==> src/rtl/apb_router_if.sv <==
// rtl/apb_router_if.sv - master-side APB bus bundle for apb_router
//
// Purpose : groups the APB request/response signals between one master and
//           the router.
// Modports: master - drives paddr/pdata/pstb/psel/penable/pwrite,
//                    samples prdata/pready/perr
//           slave  - the router side, mirror image of master
interface apb_router_if #(
  parameter int ADDR_WIDTH = 32,
  parameter int DATA_WIDTH = 32
);
  logic [ADDR_WIDTH-1:0]   paddr;
  logic [DATA_WIDTH-1:0]   pdata;
  logic [DATA_WIDTH/8-1:0] pstb;
  logic                    psel;
  logic                    penable;
  logic                    pwrite;
  logic [DATA_WIDTH-1:0]   prdata;
  logic                    pready;
  logic                    perr;

  modport master (
    output paddr, pdata, pstb, psel, penable, pwrite,
    input  prdata, pready, perr
  );

  modport slave (
    input  paddr, pdata, pstb, psel, penable, pwrite,
    output prdata, pready, perr
  );
endinterface

==> src/rtl/apb_router.sv <==
// rtl/apb_router.sv - APB 1-to-N address-decoding router with error capture
//
// Purpose : decodes the master address onto one of NUM_SLAVES slave ports,
//           returns that slave's response, answers decode misses itself and
//           (optionally) aborts transfers to slaves that never become ready.
// Ports   : clk, rts      - clock, synchronous active-high reset
//           m_apb         - master APB bus (apb_router_if.slave)
//           s_sel/s_enable- per-slave select / enable
//           s_data        - per-slave read data, slave i in slice i
//           s_ready/s_perr- per-slave ready / error
//           err_valid/err_addr/err_clr - sticky router-error record
// Config  : define APB_ROUTER_TIMEOUT_EN to build the ACCESS timeout counter
//           and the ERR response; without it a silent slave stalls the bus.
module apb_router #(
  parameter int ADDR_WIDTH = 32,
  parameter int DATA_WIDTH = 32,
  parameter int NUM_SLAVES = 4,
  // Slice i (bits [i*ADDR_WIDTH +: ADDR_WIDTH]) belongs to slave i:
  // slave0 = 0x0/0x8000_0000, slave1 = 0x8000_0000, slave2 = 0x9000_0000,
  // slave3 = 0xA000_0000 (the last three with mask 0xF000_0000).
  parameter logic [NUM_SLAVES*ADDR_WIDTH-1:0] SLAVE_BASE =
    {32'hA000_0000, 32'h9000_0000, 32'h8000_0000, 32'h0000_0000},
  parameter logic [NUM_SLAVES*ADDR_WIDTH-1:0] SLAVE_MASK =
    {32'hF000_0000, 32'hF000_0000, 32'hF000_0000, 32'h8000_0000},
  parameter int TIMEOUT_CYCLES = 255
) (
  input  logic                             clk,
  input  logic                             rts,
  apb_router_if.slave                      m_apb,
  output logic [NUM_SLAVES-1:0]            s_sel,
  output logic [NUM_SLAVES-1:0]            s_enable,
  input  logic [NUM_SLAVES*DATA_WIDTH-1:0] s_data,
  input  logic [NUM_SLAVES-1:0]            s_ready,
  input  logic [NUM_SLAVES-1:0]            s_perr,
  output logic                             err_valid,
  output logic [ADDR_WIDTH-1:0]            err_addr,
  input  logic                             err_clr
);
  localparam int IDX_W = (NUM_SLAVES > 1) ? $clog2(NUM_SLAVES) : 1;

  typedef enum logic [1:0] {IDLE, SETUP, ACCESS, ERR} state_t;

  state_t                  state_q, state_d;
  logic [IDX_W-1:0]        idx_q, idx_d;
  logic                    miss_q, miss_d;
  logic                    err_valid_q, err_valid_d;
  logic [ADDR_WIDTH-1:0]   err_addr_q, err_addr_d;

  logic [IDX_W-1:0]        dec_idx;
  logic                    dec_miss;
  logic                    err_event;
  logic [NUM_SLAVES-1:0]   sel_c, en_c;
  logic                    pready_c, perr_c;
  logic [DATA_WIDTH-1:0]   prdata_c;

`ifdef APB_ROUTER_TIMEOUT_EN
  localparam int CNT_W = $clog2(TIMEOUT_CYCLES + 1);
  logic [CNT_W-1:0]        cnt_q, cnt_d;
`endif

  // Write data and strobes are not routed; slaves take them from the master bus.
  logic unused_wr_path;
  assign unused_wr_path = ^{m_apb.pdata, m_apb.pstb, m_apb.pwrite};

  // Scan from the top so the lowest matching index is the one left standing.
  always_comb begin
    dec_idx  = '0;
    dec_miss = 1'b1;
    for (int i = NUM_SLAVES - 1; i >= 0; i--) begin
      if ((m_apb.paddr & SLAVE_MASK[i*ADDR_WIDTH +: ADDR_WIDTH]) ==
          SLAVE_BASE[i*ADDR_WIDTH +: ADDR_WIDTH]) begin
        dec_idx  = IDX_W'(i);
        dec_miss = 1'b0;
      end
    end
  end

  always_comb begin
    state_d   = state_q;
    idx_d     = idx_q;
    miss_d    = miss_q;
    sel_c     = '0;
    en_c      = '0;
    pready_c  = 1'b0;
    perr_c    = 1'b0;
    prdata_c  = '0;
    err_event = 1'b0;
`ifdef APB_ROUTER_TIMEOUT_EN
    cnt_d     = cnt_q;
`endif
    case (state_q)
      IDLE: begin
        if (m_apb.psel && !m_apb.penable) begin
          state_d = SETUP;
          idx_d   = dec_idx;
          miss_d  = dec_miss;
        end
      end
      SETUP: begin
        if (!miss_q) sel_c[idx_q] = m_apb.psel;
        state_d = m_apb.psel ? ACCESS : IDLE;
`ifdef APB_ROUTER_TIMEOUT_EN
        cnt_d = '0;
`endif
      end
      ACCESS: begin
        if (miss_q) begin
          pready_c = 1'b1;
          perr_c   = 1'b1;
        end else begin
          sel_c[idx_q] = m_apb.psel;
          en_c[idx_q]  = m_apb.penable;
          pready_c     = s_ready[idx_q];
          perr_c       = s_perr[idx_q];
          prdata_c     = s_data[idx_q*DATA_WIDTH +: DATA_WIDTH];
        end
        // A master that drops psel loses its transfer silently.
        if (!m_apb.psel) begin
          state_d = IDLE;
        end else if (pready_c) begin
          state_d   = IDLE;
          err_event = miss_q;
        end
`ifdef APB_ROUTER_TIMEOUT_EN
        else if (cnt_q == CNT_W'(TIMEOUT_CYCLES - 1)) begin
          state_d   = ERR;
          err_event = 1'b1;
        end else begin
          cnt_d = cnt_q + 1'b1;
        end
`endif
      end
      ERR: begin
        pready_c = 1'b1;
        perr_c   = 1'b1;
        state_d  = IDLE;
      end
      default: state_d = IDLE;
    endcase
  end

  // A new error in the same cycle as err_clr overrides the clear.
  always_comb begin
    err_valid_d = err_valid_q;
    err_addr_d  = err_addr_q;
    if (err_event && (!err_valid_q || err_clr)) begin
      err_valid_d = 1'b1;
      err_addr_d  = m_apb.paddr;
    end else if (err_clr) begin
      err_valid_d = 1'b0;
    end
  end

  always_ff @(posedge clk) begin
    if (rts) begin
      state_q     <= IDLE;
      idx_q       <= '0;
      miss_q      <= 1'b0;
      err_valid_q <= 1'b0;
      err_addr_q  <= '0;
    end else begin
      state_q     <= state_d;
      idx_q       <= idx_d;
      miss_q      <= miss_d;
      err_valid_q <= err_valid_d;
      err_addr_q  <= err_addr_d;
    end
  end

`ifdef APB_ROUTER_TIMEOUT_EN
  always_ff @(posedge clk) begin
    if (rts) cnt_q <= '0;
    else     cnt_q <= cnt_d;
  end
`endif

  // Reset silences every output in the same cycle, not just after the edge.
  assign s_sel        = rts ? '0   : sel_c;
  assign s_enable     = rts ? '0   : en_c;
  assign m_apb.pready = rts ? 1'b0 : pready_c;
  assign m_apb.perr   = rts ? 1'b0 : perr_c;
  assign m_apb.prdata = rts ? '0   : prdata_c;
  assign err_valid    = err_valid_q;
  assign err_addr     = err_addr_q;
endmodule

==> src/flat_wrapper.sv <==
// flat-port wrapper written by rule: the top's interface ports become plain ports
module apb_router_flat 
#(
  parameter int ADDR_WIDTH = 32,
  parameter int DATA_WIDTH = 32,
  parameter int NUM_SLAVES = 4,
                                                                    
                                                                          
                                                                 
  parameter logic [NUM_SLAVES*ADDR_WIDTH-1:0] SLAVE_BASE =
    {32'hA000_0000, 32'h9000_0000, 32'h8000_0000, 32'h0000_0000},
  parameter logic [NUM_SLAVES*ADDR_WIDTH-1:0] SLAVE_MASK =
    {32'hF000_0000, 32'hF000_0000, 32'hF000_0000, 32'h8000_0000},
  parameter int TIMEOUT_CYCLES = 255
)
  (clk, rts, s_sel, s_enable, s_data, s_ready, s_perr, err_valid, err_addr, err_clr, m_apb_paddr, m_apb_pdata, m_apb_pstb, m_apb_psel, m_apb_penable, m_apb_pwrite, m_apb_prdata, m_apb_pready, m_apb_perr);
  apb_router_if #(.ADDR_WIDTH(ADDR_WIDTH), .DATA_WIDTH(DATA_WIDTH)) m_apb_i ();
  input  logic clk;
  input  logic rts;
  output logic [NUM_SLAVES-1:0] s_sel;
  output logic [NUM_SLAVES-1:0] s_enable;
  input  logic [NUM_SLAVES*DATA_WIDTH-1:0] s_data;
  input  logic [NUM_SLAVES-1:0] s_ready;
  input  logic [NUM_SLAVES-1:0] s_perr;
  output logic err_valid;
  output logic [ADDR_WIDTH-1:0] err_addr;
  input  logic err_clr;
  input wire logic [$bits(m_apb_i.paddr)-1:0] m_apb_paddr;
  input wire logic [$bits(m_apb_i.pdata)-1:0] m_apb_pdata;
  input wire logic [$bits(m_apb_i.pstb)-1:0] m_apb_pstb;
  input wire logic [$bits(m_apb_i.psel)-1:0] m_apb_psel;
  input wire logic [$bits(m_apb_i.penable)-1:0] m_apb_penable;
  input wire logic [$bits(m_apb_i.pwrite)-1:0] m_apb_pwrite;
  output wire logic [$bits(m_apb_i.prdata)-1:0] m_apb_prdata;
  output wire logic [$bits(m_apb_i.pready)-1:0] m_apb_pready;
  output wire logic [$bits(m_apb_i.perr)-1:0] m_apb_perr;
  assign m_apb_i.paddr = m_apb_paddr;
  assign m_apb_i.pdata = m_apb_pdata;
  assign m_apb_i.pstb = m_apb_pstb;
  assign m_apb_i.psel = m_apb_psel;
  assign m_apb_i.penable = m_apb_penable;
  assign m_apb_i.pwrite = m_apb_pwrite;
  assign m_apb_prdata = m_apb_i.prdata;
  assign m_apb_pready = m_apb_i.pready;
  assign m_apb_perr = m_apb_i.perr;
  apb_router #(.ADDR_WIDTH(ADDR_WIDTH), .DATA_WIDTH(DATA_WIDTH), .NUM_SLAVES(NUM_SLAVES), .SLAVE_BASE(SLAVE_BASE), .SLAVE_MASK(SLAVE_MASK), .TIMEOUT_CYCLES(TIMEOUT_CYCLES)) u_core (.clk(clk), .rts(rts), .m_apb(m_apb_i), .s_sel(s_sel), .s_enable(s_enable), .s_data(s_data), .s_ready(s_ready), .s_perr(s_perr), .err_valid(err_valid), .err_addr(err_addr), .err_clr(err_clr));
endmodule
==> config.mk <==
export PLATFORM = sky130hd
export DESIGN_NAME = apb_router_flat
export DESIGN_NICKNAME = d
export VERILOG_FILES = /design/src/rtl/apb_router_if.sv /design/src/rtl/apb_router.sv /design/src/flat_wrapper.sv
export SDC_FILE = /design/constraint.sdc
export NUM_CORES = 1
export LEC_CHECK = 0
export ABC_CLOCK_PERIOD_IN_PS = 2410
export CAP_MARGIN = 20
export CELL_PAD_IN_SITES_DETAIL_PLACEMENT = 0
export CELL_PAD_IN_SITES_GLOBAL_PLACEMENT = 1
export CORE_ASPECT_RATIO = 0.7
export CORE_UTILIZATION = 19
export DETAILED_ROUTE_END_ITERATION = 8
export GPL_TIMING_DRIVEN = 0
export PLACE_DENSITY_LB_ADDON = 0.1
export SYNTH_ARGS = -nofsm -noshare
export SYNTH_HDL_FRONTEND = slang
export SYNTH_SLANG_ARGS = --single-unit
==> constraint.sdc <==
create_clock -name clk -period 2.41 [get_ports clk]
set_clock_uncertainty 0.15 [all_clocks]
set_input_delay 0.482 -clock clk [delete_from_list [all_inputs] [get_ports clk]]
set_output_delay 0.482 -clock clk [all_outputs]
set_load 0.1 [all_outputs]
==> results of run 1 <==
what timing repair did:
item | CTS | global route
pin swaps | 5 | 13
buffers inserted | 2 | 2
endpoints found under the setup margin | 47 | 67
gates resized for setup | 356 | 69
cloned | 1 | 0
path summary, 6_finish.rpt:
path                            slack [ns]                          endpoint                             start
worst max-delay path                 -0.06                   m_apb_prdata[0]      u_core.idx_q[0]$_SDFFE_PP0P_
worst max register to register        0.47  u_core.err_addr[21]$_SDFFE_PP0P_    u_core.state_q[0]$_SDFFE_PP0P_
worst min register to register        0.32  u_core.err_addr[20]$_SDFFE_PP0P_  u_core.err_addr[20]$_SDFFE_PP0P_
worst min-delay path                  0.32  u_core.err_addr[20]$_SDFFE_PP0P_  u_core.err_addr[20]$_SDFFE_PP0P_
metrics by stage:
stage                     hold slack (ns)  cells
after floorplan                     0.331    285
after global placement              0.310    722
after detailed placement            0.316    722
after CTS                           0.325    731
after global routing                0.347    734
final                               0.324    734
power groups by stage:
stage          Clock, W  Combinational [W]  Sequential, W
2_1_floorplan         0           0.000181       0.000655
3_3_place_gp          0           0.000499       0.000656
3_5_place_dp          0           0.000507       0.000657
4_1_cts        0.000784           0.000528       0.000644
5_1_grt        0.000824           0.000568       0.000646
6_report       0.000763           0.000532       0.000645
cells in the final DEF (no fill, tap or decap), drive strengths merged, types with 3 or more instances in the layout:
| master | instances |
|---|---|
| clkbuf | 23 |
| dfxtp | 38 |
| nand2b | 5 |
| mux4 | 34 |
| ha | 5 |
| and3 | 33 |
| clkdlybuf4s50 | 165 |
| nand2 | 4 |
| nor3b | 4 |
| o21ai | 34 |
| dlymetal6s2s | 26 |
| a21oi | 39 |
| inv | 3 |
| nand3 | 35 |
| dlygate4sd2 | 14 |
| buf | 62 |
| nor2 | 3 |
registers in the layout (all words and copies together), names as in the netlist:
register,flops
u_core.err_addr,32
u_core.state_q,2
u_core.err_valid,1
u_core.idx_q,2
u_core.miss_q,1
cell families after synthesis:
| kind of cell | Yosys count |
|---|---|
| simple gates | 93 |
| compound gates | 74 |
| buf+inv | 38 |
| flops | 38 |
| mux | 36 |
| fa+ha+maj | 5 |
| xor+xnor | 1 |
critical path, stage by stage (launching register included):
cell     delay, ns
dfxtp_2       0.34
buf_12        0.14
buf_12        0.15
mux4_2        0.50
and3_1        0.23
buf_6         0.19
metal layers:
layer,up-vias,global-route usage,part of all wire,wire [um]
li1,1606,-,-,-
met1,1581,0.217,0.45,5610
met2,105,0.291,0.49,6200
met3,8,0.0433,0.054,680
met4,0,0.0243,0.0069,87
met5,-,0,0,0
area by class of cell:
type	instances	share of cell area
timing repair buffer	252	0.449
multi-input combinational	209	0.315
sequential	38	0.124
buffer	33	0.0433
tap	190	0.0386
clock buffer	5	0.0203
clock inverter	3	0.00732
inverter	3	0.00183
antenna	1	0.000407
==> flow_summary.toml, run 1 <==
[power_and_ir_drop]
power_density_mw_per_mm2 = 315
seqPwrFrac = 0.332
ir_drop_uv = 254
power_frac_clock = 0.393
p_switching_w = 0.000458
power_w = 0.00194
leakage_nw = 2.67
p_int_w = 0.00148
power_frac_comb = 0.274
netSwitchingFraction = 0.236

[sta]
worst_slew_margin_rel = 0.333
setup_violations = 22
setup_ws_ns = -0.0616
rsz0062_at_grt = "true"
setup_tns_ns = -0.448
hold_viol = 0
worstMarginPinSlew_ns = 1.00
fmax_mhz = 405
slew_violations = 0
finalCritPeriodShare = 1.03
timing.final.crit_period_ns = 2.47

[worst_setup_path]
crit_type = "register to output port"
ff2ff_path_depth = 8
path_max_fanout = 10
end_kind = "output port"
crit_arrival_ns = 1.84
critPathLaunchType = "register"
required_ns = 1.78

[worst_hold_path]
min_path_type = "register to register"
whs_path_depth = 2

[placed_design]
place_area_mm2 = 0.00550
globalplace.congestion = 0.776
portBuffers = 247
dp_slack_ns = -1.43
dp_hpwl_um = 10200

[global_routing]
grt_pass1_vias = 3330
grt_usage = 0.168
antenna_found_initial = 1
grt_first_pass_wirelength_um = 19200
grt_start_max_net_pins = 20
grt_overflow_total = 0

[clocking]
root_buffer = "clkbuf_16"
h-tree-depth = 2
clock-sinks = 38
clk_latency_ns = 0.28
postCtsHoldBufs = 0
tritoncts = "yes"
cts_buffers = 5
cts_buffer_depth = 2
clkTransAtPathRegs_ns = 0.06

[routing]
vias_per_cell = 4.50
finalWirelength_um = 12600
dr.pass1.iters = 4
wire_per_inst_um = 17.1
ant_nets = 0
num_vias = 3300
drtIter0Drc = 74
remaining_drc_errors = 0

[cells_and_area]
drive_gt1_frac = 0.254
areaGrowthSynthToFinish_pct = 126
fillers = 1348
finish.net_count = 757
stdcell_area_mm2 = 0.00615
postLayoutCoreUtil = 0.441
multiInputGateArea_mm2 = 0.00194
regArea_um2 = 763

[floorplanning]
ios = 285
core.rowCount = 36
dieArea_mm2 = 0.0148
die_h_um = 102
start_util = 0.195
design.core.area_mm2 = 0.0140
die_w_um = 145

[yosys]
synth_edf_count = 0
synth_top_family_by_area = "multiplexers"
synth_fp_nets = 500
synth_cell_type_count = 26
synth_top_cell_by_area = "dfxtp_1"
synthFlopType = "dfxtp_1"
async_reset_ff_frac = 0
synth_warnings = 0
synth.avg_cell_area_um2 = 9.56
synthMuxAreaShare = 0.290
synthSimpleGateAreaFrac = 0.198
synth_xor_area_frac = 0.00321
syn_inst = 285
netlist.area_leader.share = 0.279
synth-seq-cells = 38
synth_area_mm2 = 0.00273
yosysMostFrequentCell = "a21oi_1"
synth.top_cells.by_count = "a21oi_1, dfxtp_1, nand3_1"
ys_seq_area_frac = 0.279
synth.area.top_cells = "dfxtp_1, mux4_2, and3_1"
synthAdderAreaFrac = 0.0230
synth_compound_area_frac = 0.140

[run_status]
violations = "setup timing"
status = "finished with violations"

[job]
maxCapViolations = 0
(Power assumes the default switching activity.)
==> run 2, diff against run 1 <==
Settings changed: ABC_CLOCK_PERIOD_IN_PS 2410 to 2300, CAP_MARGIN 20 to 10.
Clock period 2.41 ns to 2.3 ns, I/O delays scaled along.
==> flow_summary.toml, run 2 (same netlist as run 1, synthesis figures left out) <==
[run_status]
status = "finished with violations"
violations = "setup timing"

[sta]
worst_slew_margin_rel = 0.333
fmax_mhz = 412
setup_ws_ns = -0.129
finalCritPeriodShare = 1.06
hold_ws_ns = 0.321
worstMarginPinSlew_ns = 1.00
hold_viol = 0
rsz0062_at_grt = "true"
slew_violations = 0
timing.final.crit_period_ns = 2.43
setup_violations = 34
setup_tns_ns = -2.99

[worst_setup_path]
crit_cells = 5
path_max_fanout = 5
crit_top_cell = "buf_12"
path_cells = "buf_12, clkbuf_16, mux4_2, and3_4, buf_12"
crit_type = "register to output port"
critPathLaunchType = "register"
required_ns = 1.69
critical-path-max-stage-delay_ns = 0.51
crit_arrival_ns = 1.82
crit_family = "multiplexers"
end_kind = "output port"
worst-path-buf-inv = 3
ff2ff_path_depth = 9
reg2reg_slack_ns = 0.36
cp_slowest_cell = "mux4_2"

[power_and_ir_drop]
power_density_mw_per_mm2 = 318
ir_drop_uv = 410
leakage_nw = 2.39
power_w = 0.00207

[floorplanning]
die_h_um = 102
ios = 285
dieArea_mm2 = 0.0148
core.rowCount = 36
design.core.area_mm2 = 0.0140
die_w_um = 145
start_util = 0.195

[routing]
num_vias = 3409
ant_nets = 0
wire_per_inst_um = 17.7
drtIter0Drc = 79
dr.pass1.iters = 4
vias_per_cell = 4.60
remaining_drc_errors = 0
finalWirelength_um = 13100

[cells_and_area]
drive_gt1_frac = 0.318
final_common_cell = "clkdlybuf4s50_1"
diodes = 0
finish.net_count = 766
stdcell_area_mm2 = 0.00652
largest_reg_flops = 32
areaGrowthSynthToFinish_pct = 139
layout_common_cells = "clkdlybuf4s50_1, buf_12, dlygate4sd2_1"

[job]
maxCapViolations = 0

[global_routing]
grt_first_pass_wirelength_um = 19600
grt_overflow_total = 0
antenna_found_initial = 0
grt_start_max_net_pins = 12
grt_usage = 0.171
grt_pass1_vias = 3473

[clocking]
clkTransAtPathRegs_ns = 0.06
clock-sinks = 38
h-tree-depth = 2
postCtsHoldBufs = 0
tritoncts = "yes"
cts_buffer_depth = 2
clk_latency_ns = 0.28
root_buffer = "clkbuf_16"
cts_buffers = 5

[placed_design]
portBuffers = 247
dp_hpwl_um = 10300
globalplace.congestion = 0.862
dp_slack_ns = -1.42
place_area_mm2 = 0.00562

[worst_hold_path]
min_path_type = "register to register"
whs_path_depth = 2
-- run 2: layout make-up --
| class | count | area [um2] |
|---|---|---|
| repair buffers | 260 | 2970 |
| flip-flops and latches | 38 | 768 |
| fillers | 1356 | 7440 |
| clock inverters | 1 | 30.0 |
| well taps | 190 | 238 |
| clock buffers | 6 | 139 |
| inverters | 3 | 13.8 |
| multi-input cells | 209 | 2090 |
| plain buffers | 34 | 265 |
-- run 2: layer usage --
layer	routed length, um	up-vias	GRT usage
met5	0	-	0
met4	184	0	0.0308
met3	781	14	0.0460
met2	6380	119	0.301
met1	5740	1648	0.215
li1	-	1628	-
-- run 2: through the flow --
stage / util / std cells
global placement: 0.403 / 722
detailed placement: 0.403 / 722
global route: 0.467 / 741
floorplan: - / 285
CTS: 0.436 / 733
finish: 0.467 / 741
-- run 2: worst register-to-register path, cell delays in order, from the launching register on --
cell and delay, ns:
dfxtp_2 0.35, inv_4 0.09, ha_4 0.16, buf_8 0.12, buf_4 0.11, and3_1 0.16
clkbuf_1 0.21, buf_2 0.28, nand3_1 0.12, a21oi_1 0.14
-- run 2: repair_timing --
| item | CTS | global route |
|---|---|---|
| endpoints found under the setup margin | 75 | 42 |
| cloned | 0 | 5 |
| pin swaps | 4 | 5 |
| gates resized for setup | 405 | 75 |
| setup buffers | 5 | 3 |
-- run 2: power by group --
part	internal, W	switching, W	total, W
logic	0.000399	0.000197	0.000596
clock network	0.000535	0.000265	0.000800
registers	0.000665	0.0000119	0.000677
total	0.00160	0.000473	0.00207
-- run 2: worst paths after layout --
| kind | endpoint | start |
|---|---|---|
| max reg2reg | u_core.err_addr[17]$_SDFFE_PP0P_ | u_core.state_q[0]$_SDFFE_PP0P_ |
| min reg2reg | u_core.err_addr[17]$_SDFFE_PP0P_ | u_core.err_addr[17]$_SDFFE_PP0P_ |
| min | u_core.err_addr[17]$_SDFFE_PP0P_ | u_core.err_addr[17]$_SDFFE_PP0P_ |
| max | m_apb_prdata[0] | u_core.idx_q[0]$_SDFFE_PP0P_ |
